<file path="config.mk">
export PLATFORM = sky130hd
export DESIGN_NAME = sb_event_scheduler
export DESIGN_NICKNAME = d
export VERILOG_FILES = /design/src/rtl/sb_evt_pkg.sv /design/src/rtl/sb_evt_prio_enc.sv /design/src/rtl/sb_event_scheduler.sv
export SDC_FILE = /design/constraint.sdc
export NUM_CORES = 1
export LEC_CHECK = 0
export CAP_MARGIN = 20
export CORE_MARGIN = 1.5
export CORE_UTILIZATION = 45
export DETAILED_ROUTE_END_ITERATION = 12
export HOLD_SLACK_MARGIN = 0.06
export PLACE_DENSITY_LB_ADDON = 0.05
export SLEW_MARGIN = 20
export SYNTH_ARGS = -nofsm -noshare
export SYNTH_HDL_FRONTEND = slang
export SYNTH_SLANG_ARGS = --single-unit
</file>
<file path="constraint.sdc">
create_clock -name clk -period 1.5 [get_ports clk]
set_clock_uncertainty 0.15 [all_clocks]
set_input_delay 0.225 -clock clk [delete_from_list [all_inputs] [get_ports clk]]
set_output_delay 0.225 -clock clk [all_outputs]
set_load 0.005 [all_outputs]
</file>
<file path="src/rtl/sb_evt_pkg.sv">
// Shared types and constants for the sideband event scheduler and its
// priority encoder.
package sb_evt_pkg;

  typedef enum logic [1:0] {
    EVT_RD  = 2'd0,
    EVT_WR  = 2'd1,
    EVT_TV  = 2'd2,
    EVT_ERR = 2'd3
  } evt_code_e;

  typedef enum logic [1:0] {
    ST_IDLE  = 2'd0,
    ST_ISSUE = 2'd1,
    ST_WAIT  = 2'd2
  } state_e;

  // Bit positions in the pending vector and the drop_cnt fields.
  localparam int unsigned SRC_RD  = 0;
  localparam int unsigned SRC_WR  = 1;
  localparam int unsigned SRC_TV  = 2;
  localparam int unsigned SRC_ERR = 3;
  localparam int unsigned N_SRC   = 4;

endpackage

</file>
<file path="src/rtl/sb_evt_prio_enc.sv">
// Fixed-priority pending-to-code encoder:
// trans_error > t_valid > s_write > s_read.
module sb_evt_prio_enc
  import sb_evt_pkg::*;
(
  input  logic [3:0] req_i,
  output logic       any_o,
  output logic [1:0] code_o,
  output logic [3:0] win_oh_o
);

  always_comb begin
    code_o   = EVT_RD;
    win_oh_o = '0;
    if (req_i[SRC_ERR]) begin
      code_o            = EVT_ERR;
      win_oh_o[SRC_ERR] = 1'b1;
    end else if (req_i[SRC_TV]) begin
      code_o           = EVT_TV;
      win_oh_o[SRC_TV] = 1'b1;
    end else if (req_i[SRC_WR]) begin
      code_o           = EVT_WR;
      win_oh_o[SRC_WR] = 1'b1;
    end else if (req_i[SRC_RD]) begin
      code_o           = EVT_RD;
      win_oh_o[SRC_RD] = 1'b1;
    end
  end

  assign any_o = |req_i;

endmodule

</file>
<file path="src/rtl/sb_event_scheduler.sv">
// Serialises four sideband event pulses into one ordered event stream with
// completion timeout. Build option SB_EVT_STATS_EN adds per-source drop counters.
module sb_event_scheduler
  import sb_evt_pkg::*;
#(
  parameter int unsigned TIMEOUT_CYCLES = 255,
  parameter int unsigned CNT_W          = 8
) (
  input  logic             clk,
  input  logic             reset,
  input  logic             s_read_pul,
  input  logic             s_write_pul,
  input  logic             t_valid_pul,
  input  logic             trans_error_pul,
  output logic             evt_valid,
  output logic [1:0]       evt_code,
  input  logic             evt_ready,
  input  logic             evt_done,
  output logic             evt_timeout,
  output logic             busy,
`ifdef SB_EVT_STATS_EN
  output logic [4*CNT_W-1:0] drop_cnt,
`endif
  output logic [1:0]       dbg_state
);

  localparam int unsigned TMR_W = $clog2(TIMEOUT_CYCLES + 1);
  localparam logic [TMR_W-1:0] TMR_LAST = TMR_W'(TIMEOUT_CYCLES - 1);

  state_e           state_q, state_d;
  logic [N_SRC-1:0] pend_q, pend_d;
  logic [N_SRC-1:0] pul, grant;
  logic [1:0]       code_q, code_d;
  logic             valid_q, valid_d;
  logic             tmo_q, tmo_d;
  logic [TMR_W-1:0] tmr_q, tmr_d;
  logic             win_any;
  logic [1:0]       win_code;
  logic [N_SRC-1:0] win_oh;

  assign pul = {trans_error_pul, t_valid_pul, s_write_pul, s_read_pul};

  sb_evt_prio_enc u_prio_enc (
    .req_i    (pend_q),
    .any_o    (win_any),
    .code_o   (win_code),
    .win_oh_o (win_oh)
  );

  // A grant only happens from IDLE; a same-cycle pulse re-arms the bit.
  assign grant  = (state_q == ST_IDLE) ? win_oh : '0;
  assign pend_d = (pend_q & ~grant) | pul;

  // Handshake: an event transfers on the edge where evt_valid && evt_ready;
  // evt_code is stable from the rise of evt_valid until that edge, and
  // evt_done is a single-cycle completion pulse honoured only in WAIT.
  always_comb begin
    state_d = state_q;
    code_d  = code_q;
    valid_d = valid_q;
    tmo_d   = 1'b0;
    tmr_d   = tmr_q;
    unique case (state_q)
      ST_IDLE: begin
        if (win_any) begin
          state_d = ST_ISSUE;
          code_d  = win_code;
          valid_d = 1'b1;
        end
      end
      ST_ISSUE: begin
        if (evt_ready) begin
          valid_d = 1'b0;
          tmr_d   = '0;
          state_d = (code_q == EVT_ERR) ? ST_IDLE : ST_WAIT;
        end
      end
      ST_WAIT: begin
        if (evt_done) begin
          state_d = ST_IDLE;
        end else if (tmr_q == TMR_LAST) begin
          tmo_d   = 1'b1;
          state_d = ST_IDLE;
        end else begin
          tmr_d = tmr_q + 1'b1;
        end
      end
      default: state_d = ST_IDLE;
    endcase
  end

  always_ff @(posedge clk) begin
    if (reset) begin
      state_q <= ST_IDLE;
      pend_q  <= '0;
      code_q  <= '0;
      valid_q <= 1'b0;
      tmo_q   <= 1'b0;
      tmr_q   <= '0;
    end else begin
      state_q <= state_d;
      pend_q  <= pend_d;
      code_q  <= code_d;
      valid_q <= valid_d;
      tmo_q   <= tmo_d;
      tmr_q   <= tmr_d;
    end
  end

  assign evt_valid   = valid_q;
  assign evt_code    = code_q;
  assign evt_timeout = tmo_q;
  assign busy        = (state_q != ST_IDLE) | (|pend_q);
  assign dbg_state   = state_q;

`ifdef SB_EVT_STATS_EN
  logic [N_SRC-1:0] drop;
  assign drop = pul & pend_q & ~grant;

  for (genvar i = 0; i < N_SRC; i++) begin : g_drop
    logic [CNT_W-1:0] cnt_q, cnt_d;
    always_comb begin
      cnt_d = cnt_q;
      if (drop[i] && (cnt_q != {CNT_W{1'b1}})) cnt_d = cnt_q + 1'b1;
    end
    always_ff @(posedge clk) begin
      if (reset) cnt_q <= '0;
      else       cnt_q <= cnt_d;
    end
    assign drop_cnt[i*CNT_W +: CNT_W] = cnt_q;
  end
`else
  // Without statistics, drops are silent and CNT_W has no hardware.
  if (CNT_W == 0) begin : g_no_stats
  end
`endif

endmodule

</file>
==> impl_metrics.json <==
{
  "outcome": "finished with violations",
  "violations": "negative setup slack",
  "post-route-min-period_ns": 1.68,
  "yosys.area.top_type": "dfxtp_1",
  "ys_ff_latch": 18,
  "num-nets-final": 167,
  "drc": 0,
  "drt_iter0_drc": 37,
  "cts_tree": "built",
  "htree_levels": 1,
  "antenna_found_initial": 0,
  "grt_first_pass_wirelength_um": 4590,
  "post-synth-top-area-fraction_pct": 40.6,
  "relSlewSlack_pct": 76.5,
  "finalSetupViolations": 9,
  "cp_cell_sequence": "or2_4 > nand2b_4 > nor3_4 > inv_1 > buf_2",
  "holdBufCountCts": 0,
  "grt_util_all_layers_pct": 29.5,
  "routed_wl_um": 2860,
  "fin_area_sq_um": 1490,
  "post_drt_wl_per_cell_um": 15.8,
  "diodes": 0,
  "hold_viol": 0,
  "vias": 1025,
  "critPathKind": "register to output port",
  "viasPerCell": 5.66,
  "crit_required_ns": 1.12,
  "ir_worst_vdd_mv": 0.695,
  "period_share_pct": 112,
  "max_cap_violations": 0,
  "grt-ovfl-total": 0,
  "place.gp.congestion": 0.900,
  "hp-class": "input port to register",
  "die_x_um": 47.4,
  "tritoncts.num_buffers": 3,
  "sw_frac_of_total_pct": 28.2,
  "syn_area_per_cell_sq_um": 8.80,
  "place_ws_ns": -0.311,
  "worstMarginPinSlew_ns": 0.352,
  "crit_slowest_cell": "dfxtp_1",
  "leakage_nw": 0.645,
  "endpoint_kind": "output port",
  "seq_power_share_pct": 44.6,
  "fp.coreArea_sq_um": 1780,
  "holdWs_ns": 0.317,
  "die_h_um": 47.4,
  "internal-power_w": 0.000854,
  "synthArstFlopShare_pct": 0,
  "die_area_sq_um": 2250,
  "synth_ff_type": "dfxtp_1",
  "worst_slack_ns": -0.181,
  "total_power_w": 0.00119,
  "cts.sinks": 18,
  "synthTopCellsByArea": "dfxtp_1 (41%), nand3_1 (5.6%), a21oi_1 (5.1%)",
  "grt_max_degree": 11,
  "dr.pass1.iters": 4,
  "critical_path_arrival_ns": 1.31,
  "start_util_pct": 49.8,
  "p_switching_w": 0.000335,
  "mostFrequentLayoutCells": "buf_4 (34), dfxtp_1 (12), nand3_1 (8), a21oi_1 (8)",
  "ys_types": 38,
  "seq_area_frac_synth_pct": 40.6,
  "critical-path-max-stage-delay_ns": 0.33,
  "dpl.hpwl_um": 1870,
  "clockBufferDepth": 2,
  "critical_path_peak_fanout": 2,
  "rsz0062_at_grt": "true",
  "synth_warnings": 0,
  "p_clk_share_pct": 25.9,
  "placed_cell_area_sq_um": 1300,
  "root_buffer": "clkbuf_4",
  "slew_viol_final": 0,
  "start_kind": "register",
  "synth-edff-count": 0,
  "finalSetupTns_ns": -0.786,
  "synthesis.nets": 111,
  "detail-route-antenna-nets": 0,
  "combPwrFrac_pct": 29.4,
  "layout_commonest_cell": "buf_4",
  "clkSlewWorstSetupHoldPaths_ns": 0.11,
  "num_rows": 15,
  "grt_pass1_vias": 1008,
  "io_pins": 15,
  "netlist_instances": 101,
  "power.density_nw_per_um2": 798,
  "syn2layout_area_growth_pct": 67.6,
  "syn-cell-area_sq_um": 888,
  "port_buffers": 14,
  "drive_gt1_share_pct": 46.8,
  "clock.fmax_mhz": 595,
  "clk_latency_ns": 0.29
}
## through the flow
stage               utilization, %  std cells
finish                        83.5        181
global route                  83.5        181
CTS                           82.5        182
detailed placement            72.7        169
global placement              72.7        169
floorplan                        -        101
## flip-flops by register name, indices dropped and copies added (netlist names)
name,flops
evt_code,2
pend_q,4
tmr_q,8
evt_valid,1
evt_timeout,1
dbg_state,2
## final cells by class
cell class,count,area [sq um]
Inverter,5,18.8
Clock buffer,4,36.3
Fill cell,109,294
Timing Repair Buffer,53,447
Sequential cell,18,370
Multi-Input combinational cell,76,586
Tap cell,25,31.3
## metal layers
metal	share of wire [%]	vias up	track usage, %
met5	0	-	0
li1	-	484	-
met2	49	41	45.9
met4	1.6	0	11.7
met1	44	494	41.6
met3	5.3	6	3.40
## cells in the mapped netlist (2+ instances only)
master    instances
nand2b_1          3
nand4_1           3
ha_1              2
nand2_1           4
nor2_1            8
o21ai_0           7
nor2b_1           2
a21oi_1           9
dfxtp_1          18
inv_1             5
nand3_1          10
or3_1             2
and2_1            2
a31oi_1           2
## worst paths after layout
| kind | start | to | slack, ns | depth (start not counted) |
|---|---|---|---|---|
| min | s_read_pul | pend_q[0] | 0.32 | 3 |
| max reg2reg | dbg_state[1] | tmr_q[3] | -0.14 | 6 |
| min reg2reg | evt_valid | evt_valid | 0.35 | 1 |
| max | dbg_state[1] | busy | -0.18 | 5 |
## cell families after synthesis
family          Yosys count  synth area share (%)
compound gates           30                  24.1
simple gates             44                  28.7
flops                    18                  40.6
fa+ha+maj                 2                  2.82
buf+inv                   7                  3.80
## timing repair
action,in CTS,in global routing
resized for setup,29,8
pin swaps,13,6
setup endpoints to repair,13,13
gates cloned,0,0
buffers inserted,9,0
## power by group through the flow
stage	clock [W]	combinational (W)	sequential, W
after global placement	0	0.000314	0.000541
final	0.000308	0.000350	0.000530
after detailed placement	0	0.000316	0.000542
after global routing	0.000330	0.000380	0.000534
after CTS	0.000302	0.000340	0.000532
after floorplan	0	0.000129	0.000552
## critical path: cells and delay by family (launching register included)
family | cells | cell delay [ns]
and+or+nand+nor | 3 | 0.52
DFF | 1 | 0.33
buffers and inverters | 2 | 0.17
Power figures use the tool's default switching activity.
